**config.mk**
```make
export PLATFORM = sky130hd
export DESIGN_NAME = int_sched_flat
export DESIGN_NICKNAME = d
export VERILOG_FILES = /design/src/rtl/int_sched_if.sv /design/src/rtl/int_sched.sv /design/src/flat_wrapper.sv
export SDC_FILE = /design/constraint.sdc
export NUM_CORES = 1
export LEC_CHECK = 0
export ABC_AREA = 1
export BUFFER_PORTS_ARGS = -buffer_cell sky130_fd_sc_hd__buf_2
export CAP_MARGIN = 20
export CORE_MARGIN = 2
export CORE_UTILIZATION = 45
export CTS_CLUSTER_DIAMETER = 100
export CTS_CLUSTER_SIZE = 24
export DETAILED_ROUTE_END_ITERATION = 12
export HOLD_SLACK_MARGIN = 0.06
export PLACE_DENSITY = 0.69
export SLEW_MARGIN = 25
export SYNTH_ARGS = -nofsm -noshare
export SYNTH_HDL_FRONTEND = slang
export SYNTH_SLANG_ARGS = --single-unit
export TNS_END_PERCENT = 100
```
**constraint.sdc**
```tcl
create_clock -name i_clk -period 3.9 [get_ports i_clk]
set_input_delay 0.39 -clock i_clk [delete_from_list [all_inputs] [get_ports i_clk]]
set_output_delay 0.39 -clock i_clk [all_outputs]
set_load 0.1 [all_outputs]
```
**src/rtl/int_sched_if.sv**
```systemverilog
// Processor-side bus of the interrupt scheduler: config writes plus the
// req/ack/done interrupt handshake.
interface int_sched_if;
    logic        cfg_we;
    logic [1:0]  cfg_addr;
    logic [31:0] cfg_wdata;
    logic        int_ack;
    logic        int_done;
    logic        int_req;
    logic [1:0]  int_id;

    // Processor side
    modport master (
        output cfg_we, cfg_addr, cfg_wdata, int_ack, int_done,
        input  int_req, int_id
    );

    // Scheduler side
    modport slave (
        input  cfg_we, cfg_addr, cfg_wdata, int_ack, int_done,
        output int_req, int_id
    );
endinterface

```
**src/rtl/int_sched.sv**
```systemverilog
// Interrupt scheduler: two interval timers, event latching into pending and
// overrun bits, mask + fixed lowest-index priority, and a single outstanding
// req/ack/done handshake towards the processor. Also emits the controller
// poll strobe from timer 0.
module int_sched #(
    parameter int unsigned TIMER_W       = 31,
    parameter int unsigned T0_RST_PERIOD = 80,
    parameter int unsigned T1_RST_PERIOD = 0
) (
    input  logic        i_clk,
    input  logic        i_rst,
    input  logic [1:0]  i_src_evt,
    int_sched_if.slave  bus,
    output logic [3:0]  o_pending,
    output logic [3:0]  o_overrun,
    output logic        o_ctrl_poll
);

    typedef enum logic [1:0] {StIdle, StReq, StService} state_e;

    state_e             r_state;
    state_e             w_state_next;
    logic [1:0]         r_int_id;
    logic [3:0]         r_pending;
    logic [3:0]         r_overrun;
    logic [3:0]         r_mask;
    logic               r_gie;
    logic               r_ctrl_poll;
    logic [TIMER_W-1:0] r_period [2];
    logic [TIMER_W-1:0] r_cnt    [2];

    logic [1:0]         w_per_we;
    logic [1:0]         w_tick;
    logic [3:0]         w_ev;
    logic               w_w1c;
    logic               w_ack_fire;
    logic               w_done_fire;
    logic [3:0]         w_pend_clr;
    logic [3:0]         w_ovr_clr;
    logic [3:0]         w_elig;
    logic               w_any;
    logic [1:0]         w_winner;
    logic               w_unused_wdata;

    // Upper write-data bits only matter for some registers.
    assign w_unused_wdata = ^bus.cfg_wdata;

    // Decode config writes and timer ticks; a period write suppresses that cycle's tick.
    always_comb begin
        w_per_we[0] = bus.cfg_we && (bus.cfg_addr == 2'd1);
        w_per_we[1] = bus.cfg_we && (bus.cfg_addr == 2'd2);
        w_w1c       = bus.cfg_we && (bus.cfg_addr == 2'd3);
        for (int j = 0; j < 2; j++) begin
            w_tick[j] = (r_period[j] != '0) && (r_cnt[j] == r_period[j]) && !w_per_we[j];
        end
        w_ev = {w_tick[1], w_tick[0], i_src_evt};
    end

    // Timer counters: wrap to 0 after reaching the period, held at 0 when disabled.
    always_ff @(posedge i_clk) begin
        if (i_rst) begin
            r_period[0] <= TIMER_W'(T0_RST_PERIOD);
            r_period[1] <= TIMER_W'(T1_RST_PERIOD);
            r_cnt[0]    <= '0;
            r_cnt[1]    <= '0;
        end else begin
            for (int j = 0; j < 2; j++) begin
                if (w_per_we[j]) begin
                    r_period[j] <= bus.cfg_wdata[TIMER_W-1:0];
                    r_cnt[j]    <= '0;
                end else if ((r_period[j] == '0) || (r_cnt[j] == r_period[j])) begin
                    r_cnt[j] <= '0;
                end else begin
                    r_cnt[j] <= r_cnt[j] + TIMER_W'(1);
                end
            end
        end
    end

    // Clear sources for pending/overrun: accepted request and W1C writes.
    always_comb begin
        w_ack_fire  = (r_state == StReq) && bus.int_ack;
        w_done_fire = (r_state == StService) && bus.int_done;
        w_pend_clr  = (w_ack_fire ? (4'b0001 << r_int_id) : 4'b0000)
                    | (w_w1c ? bus.cfg_wdata[3:0] : 4'b0000);
        w_ovr_clr   = w_w1c ? bus.cfg_wdata[7:4] : 4'b0000;
    end

    // Pending/overrun latching; a new event always beats a same-edge clear.
    always_ff @(posedge i_clk) begin
        if (i_rst) begin
            r_pending <= 4'b0000;
            r_overrun <= 4'b0000;
        end else begin
            r_overrun <= (r_overrun & ~w_ovr_clr) | (w_ev & r_pending);
            r_pending <= (r_pending & ~w_pend_clr) | w_ev;
        end
    end

    // Mask and global enable register.
    always_ff @(posedge i_clk) begin
        if (i_rst) begin
            r_mask <= 4'b1111;
            r_gie  <= 1'b1;
        end else if (bus.cfg_we && (bus.cfg_addr == 2'd0)) begin
            r_mask <= bus.cfg_wdata[3:0];
            r_gie  <= bus.cfg_wdata[4];
        end
    end

    // Controller poll strobe is a registered copy of the timer 0 tick.
    always_ff @(posedge i_clk) begin
        if (i_rst) begin
            r_ctrl_poll <= 1'b0;
        end else begin
            r_ctrl_poll <= w_tick[0];
        end
    end

    // Fixed-priority arbiter: lowest eligible index wins.
    always_comb begin
        w_elig   = r_pending & r_mask & {4{r_gie}};
        w_any    = |w_elig;
        w_winner = 2'd0;
        for (int i = 3; i >= 0; i--) begin
            if (w_elig[i]) begin
                w_winner = 2'(i);
            end
        end
    end

    // FSM state register.
    always_ff @(posedge i_clk) begin
        if (i_rst) begin
            r_state <= StIdle;
        end else begin
            r_state <= w_state_next;
        end
    end

    // FSM next-state logic; ack takes precedence over done while requesting.
    always_comb begin
        w_state_next = r_state;
        unique case (r_state)
            StIdle:    if (w_any) w_state_next = StReq;
            StReq:     if (w_ack_fire) w_state_next = StService;
            StService: if (w_done_fire) w_state_next = StIdle;
            default:   w_state_next = StIdle;
        endcase
    end

    // Request ID is captured on leaving IDLE and frozen until the next grant.
    always_ff @(posedge i_clk) begin
        if (i_rst) begin
            r_int_id <= 2'd0;
        end else if ((r_state == StIdle) && w_any) begin
            r_int_id <= w_winner;
        end
    end

    // FSM and status outputs.
    always_comb begin
        bus.int_req = (r_state == StReq);
        bus.int_id  = r_int_id;
        o_pending   = r_pending;
        o_overrun   = r_overrun;
        o_ctrl_poll = r_ctrl_poll;
    end

endmodule

```
**src/flat_wrapper.sv**
```systemverilog
// flat-port wrapper written by rule: the top's interface ports become plain ports
module int_sched_flat 
#(
    parameter int unsigned TIMER_W       = 31,
    parameter int unsigned T0_RST_PERIOD = 80,
    parameter int unsigned T1_RST_PERIOD = 0
)
  (i_clk, i_rst, i_src_evt, o_pending, o_overrun, o_ctrl_poll, bus_cfg_we, bus_cfg_addr, bus_cfg_wdata, bus_int_ack, bus_int_done, bus_int_req, bus_int_id);
  int_sched_if bus_i ();
  input  logic i_clk;
  input  logic i_rst;
  input  logic [1:0] i_src_evt;
  output logic [3:0] o_pending;
  output logic [3:0] o_overrun;
  output logic o_ctrl_poll;
  input wire logic [$bits(bus_i.cfg_we)-1:0] bus_cfg_we;
  input wire logic [$bits(bus_i.cfg_addr)-1:0] bus_cfg_addr;
  input wire logic [$bits(bus_i.cfg_wdata)-1:0] bus_cfg_wdata;
  input wire logic [$bits(bus_i.int_ack)-1:0] bus_int_ack;
  input wire logic [$bits(bus_i.int_done)-1:0] bus_int_done;
  output wire logic [$bits(bus_i.int_req)-1:0] bus_int_req;
  output wire logic [$bits(bus_i.int_id)-1:0] bus_int_id;
  assign bus_i.cfg_we = bus_cfg_we;
  assign bus_i.cfg_addr = bus_cfg_addr;
  assign bus_i.cfg_wdata = bus_cfg_wdata;
  assign bus_i.int_ack = bus_int_ack;
  assign bus_i.int_done = bus_int_done;
  assign bus_int_req = bus_i.int_req;
  assign bus_int_id = bus_i.int_id;
  int_sched #(.TIMER_W(TIMER_W), .T0_RST_PERIOD(T0_RST_PERIOD), .T1_RST_PERIOD(T1_RST_PERIOD)) u_core (.i_clk(i_clk), .i_rst(i_rst), .i_src_evt(i_src_evt), .bus(bus_i), .o_pending(o_pending), .o_overrun(o_overrun), .o_ctrl_poll(o_ctrl_poll));
endmodule
```
==> impl_metrics.toml <==
[critical_path]
worstSetupStartpointType = "flop"
cp_max_fo = 20
path_cells = "inv_1 -> nand2_1 -> nand2_1 -> nor2_1 -> nand2_1 -> nor2_1 -> nand2_1 -> o21ai_2 -> buf_4 -> nor2_1"
cp_slowest_cell = "o21ai_2"
critPathCaptureType = "flop"
cp.required_ns = 4.07
worst_path_most_repeated_cell = "nand2_1"
crit_type = "reg -> reg"
max_stage_delay_ns = 0.49
critical_path_buf_inv_count = 2
cpLargestDelayFamily = "simple AND/OR/NAND/NOR gates"
arrival_ns = 2.51

[cells_and_area]
area_growth_pct = 16.1
nNetsFinal = 1128
fill_cells = 1615
drive_above_1_share_pct = 12.0
stdcell_count = 1325
finish.utilization_pct = 53.5

[route]
antenna_left = 0
wire_per_inst_um = 13.7
vias = 6373
firstDrtPassIters = 6
vias_per_cell = 4.81
drc = 0
drt-total-wl_um = 18200
drt_iter0_drc = 532

[yosys]
ys_types = 35
synthTopCellsByCount = "nand2_1 (228), nor2_1 (160), inv_1 (151)"
netlist_instances = 963
synth_flop_cell = "edfxtp_1"
yosys_warnings = 0
synthArstFlopShare_pct = 0
netlist_area_um2 = 8000
yosysMostFrequentCell = "nand2_1"
synth_area_leaders = "edfxtp_1 (47%), nand2_1 (11%), nor2_1 (7.5%)"
synth_edf_count = 124
yosysTopAreaCellShare_pct = 46.5
avgSynthCellArea_um2 = 8.31
synth-seq-cells = 142
synth_area_leader_cell = "edfxtp_1"
ys_seq_area_share_pct = 51.0

[global_routing]
overflow = 0
grt_usage_pct = 20.8
grt_pass1_vias = 5897
grt_max_degree = 33
grt_pass1_wl_um = 29500
antenna_found_initial = 2

[timing]
period_share_pct = 60.1
hold_violations = 0
clock_skew_ns = 0.00782
timing.final.ws_setup_ns = 1.56
setup_viol = 0
clock.fmax_mhz = 427
finalSetupTns_ns = 0
tightest_slew_ns = 0.949
final_max_slew_viol_count = 0
rsz0062_at_grt = "no"
min_period_ns = 2.34
maxSlewHeadroom_pct = 36.7

[cts]
cts_tree = "done"
cts_root_buffer = "clkbuf_16"
clk_latency_ns = 0.43
cts_max_path_buffers = 2
cts_made_buffers = 17
cts_max_level = 4
cts_resized = 0
cts_hold_buf = 0
cts_sinks = 142
postCtsSetupRepairBufs = 0
clkTransAtPathRegs_ns = 0.06

[die]
start_util_pct = 46.1
die_h_um = 137
fp.dieW_um = 137
pin_count = 53
design.core.area_um2 = 17400
rows = 48
die-area_um2 = 18900

[power_and_ir_drop]
power_density_nw_per_um2 = 412
ir_drop_uv = 345
p_total_w = 0.00383
p_leak_nw = 4.02

[placement]
io_buffer_count = 51
dpl.cell_count = 1291
place_congestion = 0.910
place_ws_ns = 1.34
dp.final_hpwl_um = 13900

[status]
status = "complete, no violations"

[min_path]
hp-class = "in -> reg"

[flow_run]
maxCapViolCount = 0
[tightest hold or removal path, delay by kind of cell]
family,cells,cell delay (ns)
buffers and inverters,2,0.14
AO/OA/AOI/OAI,1,0.05
[sequential cells by signal, indices dropped and copies added, names as in the netlist]
signal	count
u_core.o_pending	4
u_core.r_mask	4
u_core.r_gie	1
u_core.o_ctrl_poll	1
u_core.r_period	62
u_core.bus.int_id	2
u_core.r_cnt	62
u_core.r_state	2
u_core.o_overrun	4
[layout make-up]
cell class              instances  area, µm²  area share (%)
diodes                          2       5.00          0.0539
clock buffers                  23        510            5.49
clock inverters                 9       72.6           0.781
inverters                     162        608            6.54
multi-input cells             708       3450            37.2
flip-flops and latches        142       4080            43.9
well taps                     225        282            3.03
repair buffers                 54        278            2.99
[logic make-up after synthesis]
| kind of cell | count (synthesis) | synth area share [%] |
|---|---|---|
| buf+inv | 174 | 8.66 |
| fa+ha+maj | 2 | 0.313 |
| flops | 142 | 51.0 |
| compound gates | 50 | 3.52 |
| other cells | 1 | 0.0469 |
| simple gates | 531 | 29.5 |
| xor+xnor | 63 | 6.90 |
[metal layers]
metal	GRT usage, %	vias to the layer above	part of all wire, %
met5	0	-	0.071
met4	6.30	2	1.2
met3	4.45	20	7.3
met2	31.5	229	44
met1	29.8	2855	47
li1	-	3267	-
[where the power goes]
group	switching (W)	leakage, nW	internal (W)
clock	0.000641	0.281	0.000930
combinational	0.000252	2.34	0.000128
sequential	0.000103	1.39	0.00177
total	0.000996	4.02	0.00283
[through the flow]
stage                     instance area [µm²]  hold slack [ns]
after detailed placement                 8700            0.470
after global placement                   8700            0.457
after floorplan                          8230            0.447
after CTS                                9290            0.200
after global routing                     9290            0.210
final                                    9290            0.211
[final timing paths]
| kind | startpoint | end | slack [ns] | depth (start not counted) |
|---|---|---|---|---|
| worst min-delay path | i_src_evt[0] | u_core.o_pending[0] | 0.21 | 3 |
| worst max-delay path | u_core.r_cnt[1][24] | u_core.r_cnt[1][18] | 1.56 | 10 |
| worst min register to register | u_core.r_mask[3] | u_core.r_mask[3] | 0.48 | 2 |
| worst max register to register | u_core.r_cnt[1][24] | u_core.r_cnt[1][18] | 1.56 | 10 |
[placed cells by master (no fill, tap or decap), types with 3 or more instances in the layout]
master / count
dfxtp_1: 18
nor2_2: 8
conb_1: 62
or2_2: 3
inv_2: 9
edfxtp_1: 124
nor3_4: 3
xnor2_1: 29
o21ai_0: 11
nor3_2: 8
nand2_2: 8
nand3b_1: 4
clkbuf_16: 19
nor2_4: 4
buf_4: 3
nand4_1: 22
nor3_1: 37
clkinv_4: 4
a21oi_1: 26
buf_2: 51
nand3_1: 41
inv_1: 151
o211ai_1: 10
xor2_1: 34
nand2_1: 228
nor2_1: 160
Power figures use the tool's default switching activity.
